`src/rtl/core_3do_pkg.sv`:
```
// Shared definitions for the 3DO core memory arbiter: FSM encoding and
// the fixed values driven onto the memory port and back to the masters.
package core_3do_pkg;

  typedef enum logic [1:0] {
    ST_IDLE     = 2'd0,
    ST_CPU_XFER = 2'd1,
    ST_DMA_XFER = 2'd2
  } arb_state_t;

  // DMA transfers are always full 32-bit words.
  localparam logic [3:0]  DMA_SEL_ALL  = 4'hF;

  // Read data returned to a master whose transfer was aborted.
  localparam logic [31:0] TIMEOUT_DATA = 32'h0;

endpackage

```
`src/rtl/mem_arbiter_3do.sv`:
```
// Two-master arbiter for the shared DRAM/VRAM port. The MADAM DMA port has
// priority over the ZAP CPU Wishbone port, but after MAX_DMA_RUN back-to-back
// DMA grants with the CPU waiting, the next grant goes to the CPU. Every
// transfer is guarded by a timeout so a missing mem_ack cannot hang the core.
// All outputs come straight from flops.
module mem_arbiter_3do
  import core_3do_pkg::*;
#(
  parameter int MAX_DMA_RUN = 8,
  parameter int TIMEOUT_CYC = 255,
  parameter int TO_W        = 8
) (
  input  logic        sys_clk,
  input  logic        reset,
  input  logic [31:0] cpu_adr,
  input  logic [31:0] cpu_dat_w,
  input  logic [3:0]  cpu_sel,
  input  logic        cpu_we,
  input  logic        cpu_stb,
  output logic        cpu_ack,
  output logic [31:0] cpu_dat_r,
  input  logic [31:0] dma_adr,
  input  logic [31:0] dma_dat_w,
  input  logic        dma_rd,
  input  logic        dma_wr,
  output logic        dma_ack,
  output logic [31:0] dma_dat_r,
  output logic [31:0] mem_adr,
  output logic [31:0] mem_dat_w,
  output logic [3:0]  mem_sel,
  output logic        mem_we,
  output logic        mem_stb,
  input  logic        mem_ack,
  input  logic [31:0] mem_dat_r,
  output logic        grant_dma,
  output logic        timeout_err
);

  localparam int              RUN_W   = $clog2(MAX_DMA_RUN + 1);
  localparam logic [RUN_W-1:0] RUN_MAX = RUN_W'(MAX_DMA_RUN);
  localparam logic [TO_W-1:0]  TO_LAST = TO_W'(TIMEOUT_CYC - 1);

  arb_state_t       state, state_nxt;
  logic [RUN_W-1:0] run_cnt, run_cnt_d;
  logic [TO_W-1:0]  to_cnt, to_cnt_d;

  logic [31:0] mem_adr_d, mem_dat_w_d, cpu_dat_r_d, dma_dat_r_d;
  logic [3:0]  mem_sel_d;
  logic        mem_we_d, mem_stb_d, cpu_ack_d, dma_ack_d;
  logic        grant_dma_d, timeout_err_d;

  logic cpu_req, dma_req, ack_busy, cpu_starved;
  logic pick_dma, pick_cpu, xfer_done, xfer_abort;

  // While an ack pulse is out, the acked master's request is still the old
  // one, so the arbiter defers every decision by that one cycle. Deferring the
  // other master too keeps priority and the DMA run count based only on real
  // requests, which is what lets a continuously requesting DMA reach its run
  // limit while the CPU waits.
  assign cpu_req     = cpu_stb;
  assign dma_req     = dma_rd | dma_wr;
  assign ack_busy    = cpu_ack | dma_ack;
  assign cpu_starved = cpu_req && (run_cnt == RUN_MAX);
  assign pick_dma    = (state == ST_IDLE) && !ack_busy && dma_req && !cpu_starved;
  assign pick_cpu    = (state == ST_IDLE) && !ack_busy && !pick_dma && cpu_req;
  assign xfer_done   = (state != ST_IDLE) && mem_ack;
  assign xfer_abort  = (state != ST_IDLE) && !mem_ack && (to_cnt == TO_LAST);

  // State register; reset returns to IDLE from anywhere, mid-transfer included.
  always_ff @(posedge sys_clk or posedge reset) begin
    if (reset) state <= ST_IDLE;
    else       state <= state_nxt;
  end

  // Next state: grant from IDLE, return to IDLE on completion or abort.
  always_comb begin
    state_nxt = state;
    case (state)
      ST_IDLE: begin
        if (pick_dma)      state_nxt = ST_DMA_XFER;
        else if (pick_cpu) state_nxt = ST_CPU_XFER;
      end
      ST_CPU_XFER, ST_DMA_XFER: begin
        if (xfer_done || xfer_abort) state_nxt = ST_IDLE;
      end
      default: state_nxt = ST_IDLE;
    endcase
  end

  // Next values of every registered output and counter.
  always_comb begin
    mem_adr_d     = mem_adr;
    mem_dat_w_d   = mem_dat_w;
    mem_sel_d     = mem_sel;
    mem_we_d      = mem_we;
    mem_stb_d     = mem_stb;
    cpu_dat_r_d   = cpu_dat_r;
    dma_dat_r_d   = dma_dat_r;
    cpu_ack_d     = 1'b0;
    dma_ack_d     = 1'b0;
    timeout_err_d = 1'b0;
    run_cnt_d     = run_cnt;
    to_cnt_d      = to_cnt;
    grant_dma_d   = (state_nxt == ST_DMA_XFER);
    case (state)
      ST_IDLE: begin
        if (pick_dma) begin
          mem_adr_d   = dma_adr;
          mem_dat_w_d = dma_dat_w;
          mem_sel_d   = DMA_SEL_ALL;
          mem_we_d    = dma_wr;
          mem_stb_d   = 1'b1;
          to_cnt_d    = '0;
          run_cnt_d   = (run_cnt == RUN_MAX) ? run_cnt : run_cnt + 1'b1;
        end else if (pick_cpu) begin
          mem_adr_d   = cpu_adr;
          mem_dat_w_d = cpu_dat_w;
          mem_sel_d   = cpu_sel;
          mem_we_d    = cpu_we;
          mem_stb_d   = 1'b1;
          to_cnt_d    = '0;
          run_cnt_d   = '0;
        end else if (!ack_busy) begin
          run_cnt_d   = '0;
        end
      end
      ST_CPU_XFER, ST_DMA_XFER: begin
        if (xfer_done) begin
          mem_stb_d = 1'b0;
          if (state == ST_DMA_XFER) begin
            dma_ack_d   = 1'b1;
            dma_dat_r_d = mem_dat_r;
          end else begin
            cpu_ack_d   = 1'b1;
            cpu_dat_r_d = mem_dat_r;
          end
        end else if (xfer_abort) begin
          mem_stb_d     = 1'b0;
          timeout_err_d = 1'b1;
          if (state == ST_DMA_XFER) begin
            dma_ack_d   = 1'b1;
            dma_dat_r_d = TIMEOUT_DATA;
          end else begin
            cpu_ack_d   = 1'b1;
            cpu_dat_r_d = TIMEOUT_DATA;
          end
        end else begin
          to_cnt_d = to_cnt + 1'b1;
        end
      end
      default: mem_stb_d = 1'b0;
    endcase
  end

  // Output and counter registers; everything clears on reset.
  always_ff @(posedge sys_clk or posedge reset) begin
    if (reset) begin
      mem_adr     <= '0;
      mem_dat_w   <= '0;
      mem_sel     <= '0;
      mem_we      <= 1'b0;
      mem_stb     <= 1'b0;
      cpu_ack     <= 1'b0;
      cpu_dat_r   <= '0;
      dma_ack     <= 1'b0;
      dma_dat_r   <= '0;
      grant_dma   <= 1'b0;
      timeout_err <= 1'b0;
      run_cnt     <= '0;
      to_cnt      <= '0;
    end else begin
      mem_adr     <= mem_adr_d;
      mem_dat_w   <= mem_dat_w_d;
      mem_sel     <= mem_sel_d;
      mem_we      <= mem_we_d;
      mem_stb     <= mem_stb_d;
      cpu_ack     <= cpu_ack_d;
      cpu_dat_r   <= cpu_dat_r_d;
      dma_ack     <= dma_ack_d;
      dma_dat_r   <= dma_dat_r_d;
      grant_dma   <= grant_dma_d;
      timeout_err <= timeout_err_d;
      run_cnt     <= run_cnt_d;
      to_cnt      <= to_cnt_d;
    end
  end

endmodule

```
`config.mk`:
```
export PLATFORM = sky130hd
export DESIGN_NAME = mem_arbiter_3do
export DESIGN_NICKNAME = d
export VERILOG_FILES = /design/src/rtl/core_3do_pkg.sv /design/src/rtl/mem_arbiter_3do.sv
export SDC_FILE = /design/constraint.sdc
export NUM_CORES = 1
export LEC_CHECK = 0
export BUFFER_PORTS_ARGS = -buffer_cell sky130_fd_sc_hd__buf_2
export CAP_MARGIN = 10
export CORE_MARGIN = 5
export CORE_UTILIZATION = 43
export CTS_CLUSTER_SIZE = 40
export DETAILED_ROUTE_END_ITERATION = 10
export PLACE_DENSITY = 0.75
export SETUP_SLACK_MARGIN = 0.1
export SYNTH_ARGS = -nofsm -noshare
export SYNTH_HDL_FRONTEND = slang
export SYNTH_SLANG_ARGS = --single-unit
```
`constraint.sdc`:
```
create_clock -name sys_clk -period 4.12 [get_ports sys_clk]
set_input_delay 0.412 -clock sys_clk [delete_from_list [all_inputs] [get_ports sys_clk]]
set_output_delay 0.412 -clock sys_clk [all_outputs]
set_load 0.005 [all_outputs]
```
==> results.yml <==
timing:
  slew-limit-headroom_pct: 19.8
  min_period_over_period_pct: 65.6
  postLayoutSetupSlackWorst_ns: 1.42
  hold_violations: 0
  setup_tns_ns: 0
  slew_viol_final: 0
  tightest_slew_ns: 1.20
  worst_clock_skew_ns: 0.0142
  setup_violations: 0
  rsz0062_at_grt: "false"
  min_period_ns: 2.70
  clock.fmax_mhz: 370
grt:
  grt_util_all_layers_pct: 21.1
  grt_max_degree: 153
  first_global_vias: 5769
  grt.overflow.total: 0
  antenna_found_initial: 2
  grt_pass1_wl_um: 30100
power_and_ir_drop:
  p_sw_mw: 2.64
  seq_power_share_pct: 36.1
  p_int_mw: 4.31
  clockPowerShare_pct: 20.9
  ir_drop_mv: 0.341
  power_leakage_nw: 4.87
  p_per_area_nw_per_um2: 768
  comb_power_share_pct: 42.9
  power_switching_share_pct: 38.0
placement:
  portBuffers: 308
  dpl.hpwl_um: 14600
  place.gp.congestion: 0.796
  pre_cts_ws_ns: 1.37
  dp_cells: 1114
  placed_area_um2: 8490
cts:
  clk_latency_ns: 0.42
  cts_resized: 0
  cts_buffer_depth: 2
  h-tree-depth: 4
  clk_pin_slew_ns: 0.06
  clock_sinks: 152
  cts_setup_buffers: 0
  cts_root_buffer: "clkbuf_16"
  cts_tree: "yes"
  hold_buffers: 0
  cts_buffers: 17
routing:
  drcViolationCount: 0
  detailroute.via_count: 5715
  first_pass_iters: 4
  ant_nets: 0
  via_per_inst: 4.99
  wl_per_cell_um: 17.2
  wl_um: 19700
  dr.first_iter.drc_count: 454
worst_setup_path:
  critPathSlowestCell: "nand2_1"
  ff2ff_path_depth: 6
  required_ns: 4.42
  cp.arrival_ns: 3.00
  end_kind: "flip-flop"
  crit_type: "reg2reg"
  path_cells: "inv_1 -> ha_1 -> nand4b_4 -> o31ai_4 -> nand2_1 -> a22o_1"
  crit_path_start_kind: "flip-flop"
  cpPeakStageDelay_ns: 0.72
  cp_max_fo: 33
cells_and_area:
  stdcell_count: 1146
  drive_gt1_share_pct: 38.3
  final_cell_mix: "308 x buf_2, 152 x dfrtp_1, 98 x mux2i_1"
  num_antenna_cells: 0
  final_common_cell: "buf_2"
  finalInstanceArea_um2: 9050
  syn2layout_area_growth_pct: 33.1
  nets: 1095
die:
  ios: 309
  die_h_um: 136
  dieArea_um2: 18400
  die_w_um: 136
  rows: 46
  start_util_pct: 43.3
  core_area_um2: 15700
worst_hold_path:
  hold_path_class: "in2reg"
  whs_path_depth: 2
yosys:
  synthesis.area_um2: 6800
  synth_cell_types: 43
  synth_seq_area_share_pct: 55.9
  synth_nets: 803
  synth_cells: 625
  ys_ff_latch: 152
  yosysWarnings: 0
  postSynthAreaPerCell_um2: 10.9
run_status:
  status: "finished clean"
flow_run:
  cap_viol_max_count: 0
final cells by class:
type,count,area [µm²]
flip-flops and latches,152,3800
repair buffers,313,1600
fillers,1371,6670
clock buffers,20,467
multi-input cells,391,2650
inverters,42,161
clock inverters,12,92.6
well taps,216,270
final timing paths:
path                                   startpoint                   endpoint  slack, ns
max in group asynchronous                   reset        grant_dma$_DFF_PP0_       3.32
min                                       mem_ack      timeout_err$_DFF_PP0_       0.19
min reg2reg                mem_sel[3]$_DFFE_PP0P_     mem_sel[3]$_DFFE_PP0P_       0.50
max reg2reg                    state[0]$_DFF_PP0_   dma_dat_r[1]$_DFFE_PP0P_       1.42
min in group asynchronous                   reset  cpu_dat_r[16]$_DFFE_PP0P_       0.25
max                            state[0]$_DFF_PP0_   dma_dat_r[1]$_DFFE_PP0P_       1.42
routing by layer:
metal  wire [µm]  vias to the layer above  track usage, %
met5          19                        -               0
met4         692                        4            9.46
met3        1990                       50            8.02
met2        9240                      238            33.9
met1        7750                     2667            25.3
li1            -                     2756               -
registers in the layout, indices dropped and copies added, names as in the netlist, 2 cells and up:
signal     flops
dma_dat_r     32
run_cnt        4
mem_dat_w     32
state          2
to_cnt         8
cpu_dat_r     32
mem_sel        4
mem_adr       32
critical path, delay by kind of cell (launching register included):
| family | cells | cell delay [ns] |
|---|---|---|
| adder cells (fa/ha/maj) | 1 | 0.30 |
| AO/OA/AOI/OAI | 2 | 0.86 |
| AND/OR/NAND/NOR | 2 | 0.96 |
| flip-flops | 1 | 0.37 |
| buffers and inverters | 1 | 0.08 |
power groups by stage:
stage | logic (mW) | clock network, mW | registers [mW]
after floorplan | 1.82 | 0 | 2.55
after detailed placement | 3.04 | 0 | 2.51
after global placement | 2.94 | 0 | 2.51
final | 2.98 | 1.45 | 2.51
after global routing | 3.32 | 1.56 | 2.59
after CTS | 3.04 | 1.49 | 2.51
cells in the mapped netlist (all sizes together):
cell    instances  area share (%)
dfrtp         152              56
mux2i          98              14
a21oi          71             5.2
nor2           71             4.0
nand2          44             2.5
inv            42             2.3
a22o           33             4.3
buf            26             2.3
clkbuf         14            0.77
nand3          11            0.88
o31ai           9             1.2
o21ai           8            0.59
ha              7             1.3
nor3            4            0.29
nand2b          3            0.28
o22a            3            0.39
or3             3            0.28
or4             3            0.33
and3            2            0.18
nand4b          2            0.48
nor3b           2            0.22
nor4            2            0.18
or2             2            0.18
a21boi          1            0.11
a21o            1            0.11
a311oi          1            0.22
a31oi           1           0.092
a32o            1            0.15
and2            1           0.092
nand3b          1            0.11
nand4           1           0.092
nor2b           1           0.092
o311ai          1            0.13
o31a            1            0.13
o32a            1            0.15
or3b            1            0.13
per-stage QoR:
stage,power [mW],util [%],hold slack [ns]
6_report,6.95,57.6,0.191
5_1_grt,7.46,57.6,0.178
4_1_cts,7.04,57.6,0.173
3_5_place_dp,5.55,54.0,0.484
3_3_place_gp,5.45,54.0,0.477
2_1_floorplan,4.37,-,0.482
cell families after synthesis:
family | Yosys count | share of synthesized area, %
muxes | 98 | 14.4
adders and majority gates | 7 | 1.29
and+or+nand+nor | 154 | 10.3
DFF | 152 | 55.9
AOI/OAI and AO/OA | 132 | 12.7
buffers and inverters | 82 | 5.36
Note: power is estimated with default switching activity, not from simulation.
